[src/rtl/mem_port_arbiter.sv]
// mem_port_arbiter: sequences the single-ported unified memory shared by
// instruction fetch (IF) and the data-memory stage (DM).
// Ports:
//   clk, reset                       clock, async active-high reset
//   if_req/if_addr                   fetch request and address
//   if_rdata/if_ready/if_stall       fetch data, completion pulse, stall
//   dm_req/dm_we/dm_addr/dm_wdata    data request, store flag, addr, data
//   dm_rdata/dm_ready/dm_stall       load data, completion pulse, stall
//   mem_sel/mem_en/mem_we            mux select, access strobe, write enable
//   mem_addr/mem_wdata/mem_rdata     registered access address/data, read data
module mem_port_arbiter #(
    parameter int unsigned MEM_LAT = 2
) (
    input  logic        clk,
    input  logic        reset,
    input  logic        if_req,
    input  logic [31:0] if_addr,
    output logic [31:0] if_rdata,
    output logic        if_ready,
    output logic        if_stall,
    input  logic        dm_req,
    input  logic        dm_we,
    input  logic [31:0] dm_addr,
    input  logic [31:0] dm_wdata,
    output logic [31:0] dm_rdata,
    output logic        dm_ready,
    output logic        dm_stall,
    output logic        mem_sel,
    output logic        mem_en,
    output logic        mem_we,
    output logic [31:0] mem_addr,
    output logic [31:0] mem_wdata,
    input  logic [31:0] mem_rdata
);

    typedef enum logic [1:0] {
        S_IDLE,
        S_BUSY_IF,
        S_BUSY_DM
    } state_t;

    localparam logic [3:0] LAT = 4'(MEM_LAT);

    state_t      r_state;
    state_t      w_next;
    logic [3:0]  r_cnt;
    logic        r_sel;
    logic        r_we;
    logic [31:0] r_addr;
    logic [31:0] r_wdata;
    logic        w_busy;
    logic        w_first;
    logic        w_last;
    logic        w_grant_if;
    logic        w_grant_dm;

    assign w_busy  = (r_state != S_IDLE);
    assign w_first = w_busy && (r_cnt == LAT);
    assign w_last  = w_busy && (r_cnt == 4'd1);

    // The port finishing this cycle is left out of arbitration so that
    // continuous contention alternates between the two ports.
    always_comb begin
        w_next     = r_state;
        w_grant_if = 1'b0;
        w_grant_dm = 1'b0;
        case (r_state)
            S_IDLE: begin
                if (dm_req)
                    w_grant_dm = 1'b1;
                else if (if_req)
                    w_grant_if = 1'b1;
            end
            S_BUSY_IF: begin
                if (w_last) begin
                    if (dm_req)
                        w_grant_dm = 1'b1;
                    else
                        w_next = S_IDLE;
                end
            end
            S_BUSY_DM: begin
                if (w_last) begin
                    if (if_req)
                        w_grant_if = 1'b1;
                    else
                        w_next = S_IDLE;
                end
            end
            default: w_next = S_IDLE;
        endcase
        if (w_grant_dm)
            w_next = S_BUSY_DM;
        else if (w_grant_if)
            w_next = S_BUSY_IF;
    end

    always_ff @(posedge clk or posedge reset) begin
        if (reset)
            r_state <= S_IDLE;
        else
            r_state <= w_next;
    end

    always_ff @(posedge clk or posedge reset) begin
        if (reset) begin
            r_cnt   <= 4'd0;
            r_sel   <= 1'b0;
            r_we    <= 1'b0;
            r_addr  <= 32'd0;
            r_wdata <= 32'd0;
        end else if (w_grant_dm) begin
            r_cnt   <= LAT;
            r_sel   <= 1'b1;
            r_we    <= dm_we;
            r_addr  <= dm_addr;
            r_wdata <= dm_wdata;
        end else if (w_grant_if) begin
            r_cnt   <= LAT;
            r_sel   <= 1'b0;
            r_we    <= 1'b0;
            r_addr  <= if_addr;
        end else if (w_busy) begin
            r_cnt <= r_cnt - 4'd1;
            if (w_last)
                r_we <= 1'b0;
        end
    end

    assign mem_sel   = r_sel;
    assign mem_we    = r_we;
    assign mem_addr  = r_addr;
    assign mem_wdata = r_wdata;
    assign mem_en    = w_first;

    assign if_ready = w_last && (r_state == S_BUSY_IF);
    assign dm_ready = w_last && (r_state == S_BUSY_DM);

    // Read data is forced to zero outside the ready pulse so idle/reset
    // outputs are quiet.
    assign if_rdata = if_ready ? mem_rdata : 32'd0;
    assign dm_rdata = dm_ready ? mem_rdata : 32'd0;

    assign if_stall = if_req & ~if_ready;
    assign dm_stall = dm_req & ~dm_ready;

endmodule

[config.mk]
export PLATFORM = sky130hd
export DESIGN_NAME = mem_port_arbiter
export DESIGN_NICKNAME = d
export VERILOG_FILES = /design/src/rtl/mem_port_arbiter.sv
export SDC_FILE = /design/constraint.sdc
export NUM_CORES = 1
export LEC_CHECK = 0
export BUFFER_PORTS_ARGS = -buffer_cell sky130_fd_sc_hd__buf_2
export CAP_MARGIN = 20
export CORE_AREA = 4 4 102 104
export CTS_CLUSTER_DIAMETER = 40
export CTS_CLUSTER_SIZE = 40
export DETAILED_ROUTE_END_ITERATION = 7
export DIE_AREA = 0 0 106 108
export PLACE_DENSITY = 0.8
export SLEW_MARGIN = 15
export SYNTH_ARGS = -nofsm -noshare
export SYNTH_HDL_FRONTEND = slang
export SYNTH_SLANG_ARGS = --single-unit
[constraint.sdc]
create_clock -name clk -period 3.12 [get_ports clk]
set_input_delay 0.156 -clock clk [delete_from_list [all_inputs] [get_ports clk]]
set_output_delay 0.156 -clock clk [all_outputs]
set_load 0.02 [all_outputs]
# After elaboration in Yosys (flattened, before gate mapping)
# Index checks and enable logic that the tools add are counted.
word_totals:
  output_inout_bits: 135
  register_bits: 72
  wordCells: 58
  inputBits: 133
classes:
  eq_ne: 9
  addsub: 1
  bitwise: 4
  muxes: 27
  n_reduce_logical: 11
op_table:
  columns: ["op", "count"]
  rows:
  - ["two-way mux 32 bit", 4]
  - ["inequality test 4 bit, second input constant", 4]
  - ["two-way mux 2 bit", 6]
  - ["two-way mux 4 bit", 3]
  - ["two-way mux 1 bit", 11]
  - ["case mux 2 bit (3 select lines)", 1]
  - ["nonzero test 3 bit", 2]
  - ["AND reduction 5 bit", 1]
  - ["equality test 4 x 1 -> 1 bit, second input constant", 1]
  - ["equality test 4 x 2 -> 1 bit, second input constant", 1]
  - ["logical AND 1 bit", 4]
  - ["case mux 1 bit (2 select lines)", 2]
  - ["nonzero test 2 bit", 2]
  - ["subtractor 4 x 1 -> 4 bit, second input constant", 1]
  - ["inequality test 3 bit, second input constant", 1]
  - ["bitwise AND 1 bit", 2]
  - ["equality test 2 x 1 -> 1 bit, second input constant", 1]
  - ["equality test 2 bit, second input constant", 1]
  - ["logical NOT 2 bit", 1]
  - ["inverter 1 bit", 2]
  - ["AND reduction 2 bit", 1]

# Longest topological paths before layout
depth:
  ltp_word: 6
  mapped_depth: 8
  ltp_nobuf: 6

# Worst setup path before layout
# No wires, ideal clock.
synth_timing:
  kind: "register to output"
  from: "reg r_cnt[1]"
  to: "out if_rdata[22]"
  path_stages_with_launch: 7
  setup_slack_ns: 1.069
  arrival_time_ns: 1.895
  n_path_buf: 1
  required_time_ns: 2.964
  path_cell_list: "dfrtp_1 inv_1 ha_1 or3b_4 nor2_1 clkbuf_1 and2_1"
synth_via:
  elab_chain_cells: 4
synth_rtl:
  columns: ["element", "line", "text"]
  rows:
  - ["from (decl)", "46", "logic [3:0] r_cnt;"]
  - ["from (signal assigned)", "124", "r_cnt <= r_cnt - 4'd1;"]
  - ["equality test 4 x 1 -> 1 bit", "59", "assign w_last = w_busy && (r_cnt == 4'd1);"]
  - ["logical AND 1 bit", "59", null]
  - ["logical AND 1 bit", "136", "assign if_ready = w_last && (r_state == S_BUSY_IF);"]
  - ["named net if_ready", "19", "output logic if_ready,"]
  - ["two-way mux 32 bit", "141", "assign if_rdata = if_ready ? mem_rdata : 32'd0;"]
  - ["to (decl)", "18", "output logic [31:0] if_rdata,"]
# The timed path passes the listed nets, and every way through them passes these cells.

# Final worst setup path
layout_timing:
  from: "reg r_cnt[1]"
  to: "reg r_wdata[26], in the netlist mem_wdata[26]"
layout_via:
  elab_chain_cells: 4
layout_rtl:
  columns: ["element", "line", "text"]
  rows:
  - ["equality test 4 x 1 -> 1 bit", "59", null]
  - ["logical AND 1 bit", "59", null]
  - ["two-way mux 1 bit", "75", "if (w_last) begin"]
  - ["case mux 1 bit (2 select lines)", "67", "case (r_state)"]
  - ["to (signal assigned)", "117", "r_wdata <= dm_wdata;"]
  - ["to (decl)", "50", "logic [31:0] r_wdata;"]
# No other way between the ends.
# A chain may end at the register's enable or synchronous reset.

==> flow_summary.yaml <==
layout:
  syn_to_final_growth_pct: 47.43
  num-nets-final: 726
  layout-drive-gt1-share_pct: 54.79
  antennaDiodeCount: 0
  fin_cells: 728
floorplan:
  dieWidth_um: 106
  die_y_um: 108
  coreArea_um2: 9549
  rows: 36
  die-area_um2: 11450
  pin_count: 268
  start_util_pct: 37.74
cts:
  cts_root_buf: "clkbuf_8"
  clk_path_buf_depth: 2
  path_clk_slew_ns: 0.08
  h-tree-depth: 3
  clk_latency_ns: 0.34
  clock_sinks: 72
  cts_made_buffers: 9
  post-cts-setup-buffers: 0
  cts_tree: "built"
global_routing:
  grt_max_degree: 102
  grt-ovfl-total: 0
  antenna_found_initial: 0
  grt_usage_pct: 19.16
  grt_pass1_wl_um: 17240
  grt_pass1_vias: 3375
detailed_routing:
  firstDrtPassIters: 4
  wl_per_cell_um: 15.85
  routed_wl_um: 11540
  vias: 3307
  ant_nets: 0
  first_iter_violations: 118
  via_per_inst: 4.543
  route.detailed.drc: 0
timing:
  grt_setup_unrepaired: "false"
  worstMarginPinSlew_ns: 0.5391
  setup_ws_ns: 0.7367
  min_period_ns: 2.383
  finalSetupViolations: 0
  hold_viol_final: 0
  max_slew_margin_pct: 64.06
  maxSlewViolCount: 0
  timing.fmax_ghz: 0.4196
  post-route-period-util_pct: 76.39
  tns_ns: 0
  fin_skew_ns: 0.01762
yosys:
  synth_warnings: 0
  netlist_area_um2: 3603
  avgSynthCellArea_um2: 11.09
  ys_types: 26
  synth_cells: 325
  synth_largest_area_cell: "dfrtp_1"
  syn_nets: 461
  synthTopCellsByArea: "dfrtp_1 50%, and2_1 11%, mux2i_1 8.9%"
  synth_top_area_share_pct: 50.00
  ys_seq_area_share_pct: 50.00
  ys_ff_latch: 72
pwr:
  p_leak_uw: 0.003091
  p_per_area_nw_per_um2: 940.6
  vdd.ir_drop.worst_v: 0.0005239
placement:
  dp_slack_ns: 0.7037
  placed_cells: 710
  gp_congestion: 0.8085
  port_buffers: 267
  dp_hpwl_um: 9247
critical_path:
  worstPathRequired_ns: 3.34
  timing.reg2reg.worst_path_depth: 6
  worst_r2r_endpoint: "mem_wdata[26]"
  critPathLaunchType: "flop"
  r2r-start: "r_cnt[1]"
  end_kind: "flop"
  crit_path_max_fanout: 72
  crit_arrival_ns: 2.60
  regToRegSetupSlack_ns: 0.74
  path_class: "flop to flop"
min_path:
  min_from: "dm_wdata[8]"
  hold_path_end: "mem_wdata[8]"
  hold_class: "primary input to flop"
  whs_path_depth: 2
run_status:
  status: "finished, final reports clean"
run:
  drv_cap: 0
routing by layer:
layer  global-route usage [%]  vias to the layer above  wire [µm]
met4                    4.070                        0         44
li1                         -                     1603          -
met1                    20.45                     1561       4188
met2                    37.11                      139       6419
met5                        0                        -          0
met3                    5.910                        4        888
cell usage after synthesis:
library cell / instances
nor4bb_1: 1
nand2_1: 3
xor2_1: 1
or3b_4: 1
buf_2: 6
nand2b_1: 2
nor3b_1: 1
nor4b_1: 1
ha_1: 3
inv_1: 5
clkbuf_1: 11
nand3_1: 1
a21oi_1: 32
mux2_4: 20
dfrtp_1: 72
and2_1: 64
nor2b_1: 2
o21ai_0: 5
mux2_2: 13
a211o_1: 1
nor4_1: 1
buf_6: 4
xnor2_1: 2
o22ai_1: 1
mux2i_1: 32
nor2_1: 40
registers in the layout, indices dropped and copies added (netlist names):
name,count
mem_addr,32
mem_sel,1
r_cnt,4
r_state,2
mem_we,1
mem_wdata,32
report_power, final:
part / internal [µW] / switching [µW] / total, µW
combinational: 1060 / 1430 / 2490
clock: 456 / 361 / 817
sequential: 1400 / 283 / 1690
per-stage QoR:
| step | util [%] | total power [µW] | area, µm² | hold slack, ns |
|---|---|---|---|---|
| global route | 55.63 | 5307 | 5313 | 0.01000 |
| floorplan | - | 3363 | 3603 | 0.3045 |
| global placement | 52.94 | 4103 | 5055 | 0.2757 |
| CTS | 55.35 | 5035 | 5285 | 0.02325 |
| detailed placement | 52.94 | 4201 | 5055 | 0.2832 |
| finish | 55.63 | 4997 | 5313 | 0.04483 |
area by class of cell:
cell class / count / area (µm²)
Tap cell: 133 / 166.4
Clock buffer: 10 / 127.6
Inverter: 5 / 18.77
Fill cell: 912 / 4237
Sequential cell: 72 / 1802
Multi-Input combinational cell: 227 / 1687
Clock inverter: 6 / 92.59
Timing Repair Buffer: 275 / 1419
worst max-delay path by stage:
stage	slack, ns	endpoint	from
6_report	0.74	mem_wdata[26]	r_cnt[1]
5_1_grt	0.63	if_rdata[4]	r_cnt[1]
4_1_cts	0.70	mem_wdata[26]	r_cnt[1]
3_5_place_dp	0.70	mem_wdata[9]	r_cnt[1]
3_3_place_gp	0.78	mem_wdata[13]	r_cnt[1]
2_1_floorplan	1.07	if_rdata[22]	r_cnt[1]
kinds of logic after synthesis:
kind of cell	synth area share [%]
and+or+nand+nor	17.64
adders and majority gates	1.042
buffers and inverters	3.750
xor gates and xnor gates	0.7293
DFF	50.00
muxes	21.28
AOI/OAI and AO/OA	5.556
repair_timing:
item,in CTS,in global routing
hold buffers,1,0
endpoints found under the hold margin,72,0
resized for setup,0,0
cells in the final DEF, fill, tap and decap left out, types with 2 or more instances in the layout:
cell type    n
ha_1         3
a21oi_1     32
buf_2      267
buf_4        6
clkbuf_8     9
xnor2_1      2
inv_1        4
nand2b_1     2
nor2_1      40
mux2_2      13
mux2i_1     32
and2_1      64
mux2_4      20
nor2b_1      2
dfrtp_1     72
nand2_1      3
bufinv_16    2
o21ai_0      4
critical path: stages, from the launching register on:
cell and delay, ns:
dfrtp_1 0.40, inv_1 0.10, ha_1 0.18, or3b_4 0.42, a211o_4 0.50, buf_16 0.27
mux2_4 0.34
(Power assumes the default switching activity.)
